## src/rtl/vga_timing_generator.sv

```systemverilog
// VGA timing generator: programmable porches, sync widths and sync polarity.
// Ports: control_clock/control_reset/enable in; h_sync, v_sync, display_enable,
// pixel_x, pixel_y, line_start, frame_start out (test_rgb with VGA_TEST_PATTERN_EN).
module vga_timing_generator #(
  parameter int   H_VISIBLE    = 1024,
  parameter int   H_FRONT      = 24,
  parameter int   H_SYNC       = 136,
  parameter int   H_BACK       = 160,
  parameter int   V_VISIBLE    = 768,
  parameter int   V_FRONT      = 3,
  parameter int   V_SYNC       = 6,
  parameter int   V_BACK       = 29,
  parameter logic H_SYNC_POL   = 1'b0,
  parameter logic V_SYNC_POL   = 1'b0,
  parameter int   COUNTER_SIZE = 11
) (
  input  logic                    control_clock,
  input  logic                    control_reset,
  input  logic                    enable,
  output logic                    h_sync,
  output logic                    v_sync,
  output logic                    display_enable,
  output logic [COUNTER_SIZE-1:0] pixel_x,
  output logic [COUNTER_SIZE-1:0] pixel_y,
  output logic                    line_start,
`ifdef VGA_TEST_PATTERN_EN
  output logic                    frame_start,
  output logic [11:0]             test_rgb
`else
  output logic                    frame_start
`endif
);

  localparam int H_TOTAL = H_VISIBLE + H_FRONT + H_SYNC + H_BACK;
  localparam int V_TOTAL = V_VISIBLE + V_FRONT + V_SYNC + V_BACK;
  localparam int MAX_TOTAL = (H_TOTAL > V_TOTAL) ? H_TOTAL : V_TOTAL;

  localparam logic [COUNTER_SIZE-1:0] H_LAST = COUNTER_SIZE'(H_TOTAL - 1);
  localparam logic [COUNTER_SIZE-1:0] V_LAST = COUNTER_SIZE'(V_TOTAL - 1);
  localparam logic [COUNTER_SIZE-1:0] H_VIS  = COUNTER_SIZE'(H_VISIBLE);
  localparam logic [COUNTER_SIZE-1:0] V_VIS  = COUNTER_SIZE'(V_VISIBLE);
  localparam logic [COUNTER_SIZE-1:0] HS_BEG = COUNTER_SIZE'(H_VISIBLE + H_FRONT);
  localparam logic [COUNTER_SIZE-1:0] HS_END =
    COUNTER_SIZE'(H_VISIBLE + H_FRONT + H_SYNC - 1);
  localparam logic [COUNTER_SIZE-1:0] VS_BEG = COUNTER_SIZE'(V_VISIBLE + V_FRONT);
  localparam logic [COUNTER_SIZE-1:0] VS_END =
    COUNTER_SIZE'(V_VISIBLE + V_FRONT + V_SYNC - 1);

  if ((64'd1 << COUNTER_SIZE) < 64'(MAX_TOTAL)) begin : g_bad_width
    $error("COUNTER_SIZE too small for H_TOTAL/V_TOTAL");
  end
  if (H_VISIBLE == 0 || H_FRONT == 0 || H_SYNC == 0 || H_BACK == 0 ||
      V_VISIBLE == 0 || V_FRONT == 0 || V_SYNC == 0 || V_BACK == 0)
  begin : g_bad_zero
    $error("porch, sync and visible parameters must be non-zero");
  end

  logic [COUNTER_SIZE-1:0] h_q, h_d;
  logic [COUNTER_SIZE-1:0] v_q, v_d;
  logic [COUNTER_SIZE-1:0] px_q, py_q;
  logic hs_q, hs_d;
  logic vs_q, vs_d;
  logic de_q, de_d;
  logic ls_q, ls_d;
  logic fs_q, fs_d;

  always_comb begin
    h_d = h_q;
    v_d = v_q;
    if (enable) begin
      if (h_q == H_LAST) begin
        h_d = '0;
        v_d = (v_q == V_LAST) ? '0 : v_q + 1'b1;
      end else begin
        h_d = h_q + 1'b1;
      end
    end
  end

  // Outputs decode the next counter value so they line up with the
  // counter state registered on the same edge.
  always_comb begin
    hs_d = ((h_d >= HS_BEG) && (h_d <= HS_END)) ? H_SYNC_POL : ~H_SYNC_POL;
    vs_d = ((v_d >= VS_BEG) && (v_d <= VS_END)) ? V_SYNC_POL : ~V_SYNC_POL;
    de_d = (h_d < H_VIS) && (v_d < V_VIS);
    ls_d = enable && (h_d == '0);
    fs_d = enable && (h_d == '0) && (v_d == '0);
  end

  always_ff @(posedge control_clock or posedge control_reset) begin
    if (control_reset) begin
      h_q  <= H_LAST;
      v_q  <= V_LAST;
      px_q <= '0;
      py_q <= '0;
      hs_q <= ~H_SYNC_POL;
      vs_q <= ~V_SYNC_POL;
      de_q <= 1'b0;
      ls_q <= 1'b0;
      fs_q <= 1'b0;
    end else begin
      // Strobes drop while frozen; levels hold.
      ls_q <= ls_d;
      fs_q <= fs_d;
      if (enable) begin
        h_q  <= h_d;
        v_q  <= v_d;
        px_q <= h_d;
        py_q <= v_d;
        hs_q <= hs_d;
        vs_q <= vs_d;
        de_q <= de_d;
      end
    end
  end

  assign h_sync         = hs_q;
  assign v_sync         = vs_q;
  assign display_enable = de_q;
  assign pixel_x        = px_q;
  assign pixel_y        = py_q;
  assign line_start     = ls_q;
  assign frame_start    = fs_q;

`ifdef VGA_TEST_PATTERN_EN
  localparam logic [COUNTER_SIZE-1:0] BAR_W = COUNTER_SIZE'(H_VISIBLE / 8);

  if ((H_VISIBLE % 8) != 0) begin : g_bad_bar
    $error("H_VISIBLE must be a multiple of 8");
  end

  logic [2:0]  bar_c;
  logic [11:0] rgb_q, rgb_d;

  // Bar i shows colour code 7-i: white first, black last.
  always_comb begin
    bar_c = 3'd7 - 3'(h_d / BAR_W);
    rgb_d = de_d ? {{4{bar_c[1]}}, {4{bar_c[2]}}, {4{bar_c[0]}}} : 12'h000;
  end

  always_ff @(posedge control_clock or posedge control_reset) begin
    if (control_reset) begin
      rgb_q <= 12'h000;
    end else if (enable) begin
      rgb_q <= rgb_d;
    end
  end

  assign test_rgb = rgb_q;
`endif

endmodule

```

## config.mk

```make
export PLATFORM = sky130hd
export DESIGN_NAME = vga_timing_generator
export DESIGN_NICKNAME = d
export VERILOG_FILES = /design/src/rtl/vga_timing_generator.sv
export SDC_FILE = /design/constraint.sdc
export NUM_CORES = 1
export LEC_CHECK = 0
export ABC_AREA = 1
export CORE_ASPECT_RATIO = 1.25
export CORE_MARGIN = 2
export CORE_UTILIZATION = 45
export CTS_CLUSTER_DIAMETER = 100
export CTS_CLUSTER_SIZE = 20
export DETAILED_ROUTE_END_ITERATION = 8
export DONT_BUFFER_PORTS = 1
export PLACE_DENSITY = 0.7
export SLEW_MARGIN = 10
export SYNTH_ARGS = -nofsm -noshare
export SYNTH_HDL_FRONTEND = slang
export SYNTH_SLANG_ARGS = --single-unit
export TNS_END_PERCENT = 50
```

## constraint.sdc

```tcl
create_clock -name control_clock -period 2.3 [get_ports control_clock]
set_input_delay 0.345 -clock control_clock [delete_from_list [all_inputs] [get_ports control_clock]]
set_output_delay 0.345 -clock control_clock [all_outputs]
set_load 0.01 [all_outputs]
```

; ---- Yosys cells after proc, flatten, opt, wreduce, memory -nomap -nowiden
; Index checks and enable logic that the tools add are counted.
[op_classes]
eq_ne = 2
mux = 7
n_reduce_logical = 7
magnitude_cmp = 6
add_sub_neg = 2
[op_table]
columns = cell, count
row1 = 2-to-1 mux 11 bit, 5
row2 = "adder 11 x 1 -> 11 bit, second input constant", 2
row3 = logical NOT 11 bit, 2
row4 = "== test 11 x 10 -> 1 bit, second input constant", 1
row5 = "== test 11 bit, second input constant", 1
row6 = ">= comparator 11 x 10 -> 1 bit, second input constant", 1
row7 = ">= comparator 11 bit, second input constant", 1
row8 = "<= comparator 11 x 10 -> 1 bit, second input constant", 1
row9 = "<= comparator 11 bit, second input constant", 1
row10 = "< comparator 11 x 10 -> 1 bit, second input constant", 1
row11 = "< comparator 11 bit, second input constant", 1
row12 = logical AND 1 bit, 5
row13 = 2-to-1 mux 1 bit, 2
[totals]
ff_bits = 49
out_inout_bits = 27
elab_cells = 33
in_bits = 3

; ---- Longest topological paths before layout
[logic_depth]
depth_word = 7
mapped_depth = 14

; ---- Least setup slack after synthesis
; No wires, ideal clock.
[synth_timing]
path_kind = reg-to-reg
from = register h_q[0]
to = register vs_q, in the netlist v_sync
path_stages_with_launch = 15
setup_slack_ps = 460
arrival_ps = 1761
required_ps = 2221
path_cell_list = dfstp_2 -> ha_1 -> nand2_2 -> nor2_4 -> nand2_4 -> nor2_4 -> nand2_1 -> nand2_1 -> nand3_2 -> nand2_4 -> nand2_2 -> nor2_4 -> nand2_1 -> o21bai_1 -> nand2_1
[synth_between]
elab_chain_len = 6
[synth_rtl]
columns = element, line_no
row1 = "start, declared", 58  ; logic [COUNTER_SIZE-1:0] h_q, h_d;
row2 = "start signal, assigned", 92  ; h_q <= H_LAST;
row3 = "start signal, assigned", 106  ; h_q <= h_d;
row4 = == test 11 bit (*), 71  ; if (h_q == H_LAST) begin
row5 = 2-to-1 mux 11 bit (*), 71
row6 = 2-to-1 mux 11 bit (*), 70  ; if (enable) begin
row7 = >= comparator 11 x 10 -> 1 bit / <= comparator 11 x 10 -> 1 bit (equally long branches), 84  ; vs_d = ((v_d >= VS_BEG) && (v_d <= VS_END)) ? V_SYNC_POL : ~V_SYNC_POL;
row8 = logical AND 1 bit (*), 84
row9 = 2-to-1 mux 1 bit (*), 84
row10 = "end signal, assigned", 97  ; vs_q <= ~V_SYNC_POL;
row11 = "end signal, assigned", 111  ; vs_q <= vs_d;
row12 = "end, declared", 62  ; logic vs_q, vs_d;
; Every way passes the cells marked *; elsewhere a longest branch is shown, timed or not.
; A chain may end at the register's enable or synchronous reset.

; ---- Worst setup path after layout
[layout_timing]
from = register h_q[0]
to = register fs_q, in the netlist frame_start
[layout_between]
elab_chain_len = 6
[layout_rtl]
columns = element, line_no
row1 = adder 11 x 1 -> 11 bit / == test 11 bit (equally long branches), "75, 71"
row2 = 2-to-1 mux 11 bit, 71
row3 = 2-to-1 mux 11 bit, 70
row4 = logical NOT 11 bit, 87  ; fs_d = enable && (h_d == '0) && (v_d == '0);
row5 = logical AND 1 bit, 87
row6 = logical AND 1 bit (*), 87
row7 = named net fs_d, 65  ; logic fs_q, fs_d;
row8 = "end signal, assigned", 104  ; fs_q <= fs_d;
row9 = "end, declared", 65
; The timed path passes the listed nets; every way through them passes the cells marked *.

==> impl_metrics.ini <==
[run]
maxCapViolCount = 0

[grt]
grt-ovfl-total = 0
antenna_found_initial = 0
grt_max_degree = 41
grt_pass1_vias = 1973
grt_pass1_wl_mm = 9.08
grt.total_usage_pct = 18.9

[worst_setup_path]
critical_path_class = reg2reg
cp.arrival_ns = 2.31
required_ns = 2.52
cp-end-kind = flip-flop
crit_path_start_kind = flip-flop
path_max_fanout = 4

[logic_synthesis]
syn_inst = 321
synth_area_um2 = 2430
seq_area_frac_synth_pct = 41.9
synthTopCellsByArea = dfrtp_1, dfstp_2, nand2_1
avgSynthCellArea_um2 = 7.59
synth_cell_types = 35
synth-seq-cells = 40
synth-warning-count = 0
synth_top_cell_area_share_pct = 25.7
synth_top_cell_by_area = dfrtp_1
syn-num-nets = 327

[route]
drc = 0
wirelength_mm = 5.19
wl_per_cell_um = 13.6
vias_per_cell = 5.14
first_pass_iters = 4
via_count = 1960
drt-initial-drc-count = 186
antenna_left = 0

[clocking]
cts_inserted_buffers = 5
clock_latency_ns = 0.29
clk_pin_slew_ns = 0.08
tritoncts = built
htree_levels = 2
cts-root-buf = clkbuf_8
cts_hold_buf = 0
clockBufferDepth = 2
numClockSinks = 40

[pwr]
leakage_nw = 1.27
vdd_drop_max_v = 0.000617
power_density_nw_per_um2 = 742

[floorplanning]
fp-row-count = 29
dieArea_um2 = 6020
core_area_um2 = 5150
initial_utilization_pct = 47.3
die_h_um = 86.2
io_pins = 30
die_w_um = 69.8

[layout]
area_growth_pct = 6.17
diodes = 0
layout_common_cells = nand2_1, inv_1, nor2_1
drive_gt1_share_pct = 21.0
nNetsFinal = 324
mostFrequentLayoutCell = nand2_1

[timing]
rsz0062_at_grt = false
fin_crit_ns = 2.09
setup_tns_ns = 0
hold_slack_ns = 0.0509
final-hold-violation-count = 0
setup_violations = 0
slew_violations = 0
tightest_slew_ns = 0.517
clock_skew_ns = 0.00319
slew_headroom_pct = 65.5
period_share_pct = 90.8
max_freq_ghz = 0.479

[run_status]
status = finished clean

[placed_design]
hpwlAfterDp_mm = 3.88
place.gp.congestion = 0.865
port_buffers = 0

[min_path]
hold_path.class = in2async
-- sequential cells by signal, summed over array words and instances (netlist names) --
name            count
h_sync              1
line_start          1
v_sync              1
display_enable      1
v_q                11
pixel_y             5
h_q                11
pixel_x             8
frame_start         1
-- through the flow --
| step | instance area [um2] | cells | total power [mW] | utilization, % | setup WS [ns] |
|---|---|---|---|---|---|
| CTS | 2560 | 379 | 1.93 | 49.8 | 0.182 |
| floorplan | 2430 | 321 | 1.23 | - | 0.460 |
| detailed placement | 2440 | 371 | 1.30 | 47.3 | 0.190 |
| finish | 2580 | 381 | 1.92 | 50.2 | 0.211 |
| global placement | 2440 | 371 | 1.30 | 47.3 | 0.277 |
| global route | 2580 | 381 | 2.03 | 50.2 | 0.00925 |
-- cell usage after synthesis (all sizes together) --
cell and number:
a21oi 6, a22o 2, a31oi 2, and2 1, buf 12, clkbuf 2, clkinv 2, dfrtp 25
dfstp 15, ha 3, inv 44, nand2 98, nand3 34, nand3b 5, nand4 5, nor2 46
nor3 3, o21ai 11, o21bai 1, o22ai 1, or2 2, xor2 1
-- routing by layer --
| metal | up-vias | part of all wire (%) | global-route usage, % |
|---|---|---|---|
| met1 | 910 | 41 | 21.3 |
| met4 | 0 | 1.9 | 6.12 |
| met2 | 48 | 53 | 34.5 |
| met3 | 10 | 4.7 | 5.12 |
| met5 | - | 0 | 0 |
| li1 | 992 | - | - |
-- report_power, final --
part | switching (mW) | internal (mW) | total, mW
logic | 0.209 | 0.117 | 0.326
registers | 0.125 | 0.836 | 0.961
clock network | 0.247 | 0.383 | 0.630
total | 0.581 | 1.34 | 1.92
-- path summary, 6_finish.rpt --
check / startpoint / endpoint / slack (ns) / cells past startpoint
worst max-delay path: h_q[0] / frame_start / 0.21 / 10
worst min-delay path: control_reset / pixel_y[8] / 0.05 / 2
worst max register to register: h_q[0] / frame_start / 0.21 / 10
worst min register to register: v_sync / v_sync / 0.50 / 2
max in group asynchronous: control_reset / v_sync / 1.86 / 2
min in group control_clock: enable / h_q[3] / 0.12 / 1
-- worst max-delay path, stage by stage, from the launching register on --
cell	delay [ns]
dfstp_2	0.56
ha_2	0.20
nand2_2	0.08
nor2_4	0.14
a21oi_1	0.10
and2_0	0.15
a21oi_1	0.30
nand4_1	0.14
nor2_1	0.10
nand3_1	0.12
nor2_1	0.13
-- area by class of cell --
class	instances	area, um2
clock inverter	1	30.0
inverter	46	173
multi-input combinational	221	1160
timing repair buffer	4	30.0
fill	502	2570
tap	62	77.6
clock buffer	7	96.3
sequential	40	1020
-- cell families after synthesis --
kind of cell	synth area share [%]
flip-flops	41.9
XOR/XNOR	0.360
adder cells (fa/ha/maj)	1.54
AO/OA/AOI/OAI	6.37
buffers and inverters	10.7
AND/OR/NAND/NOR	39.1
-- repair_timing --
item | in CTS | in global routing
gates resized for setup | 0 | 2
setup endpoints to repair | 0 | 2
buffers inserted | 0 | 2
Note: power is estimated with default switching activity, not from simulation.
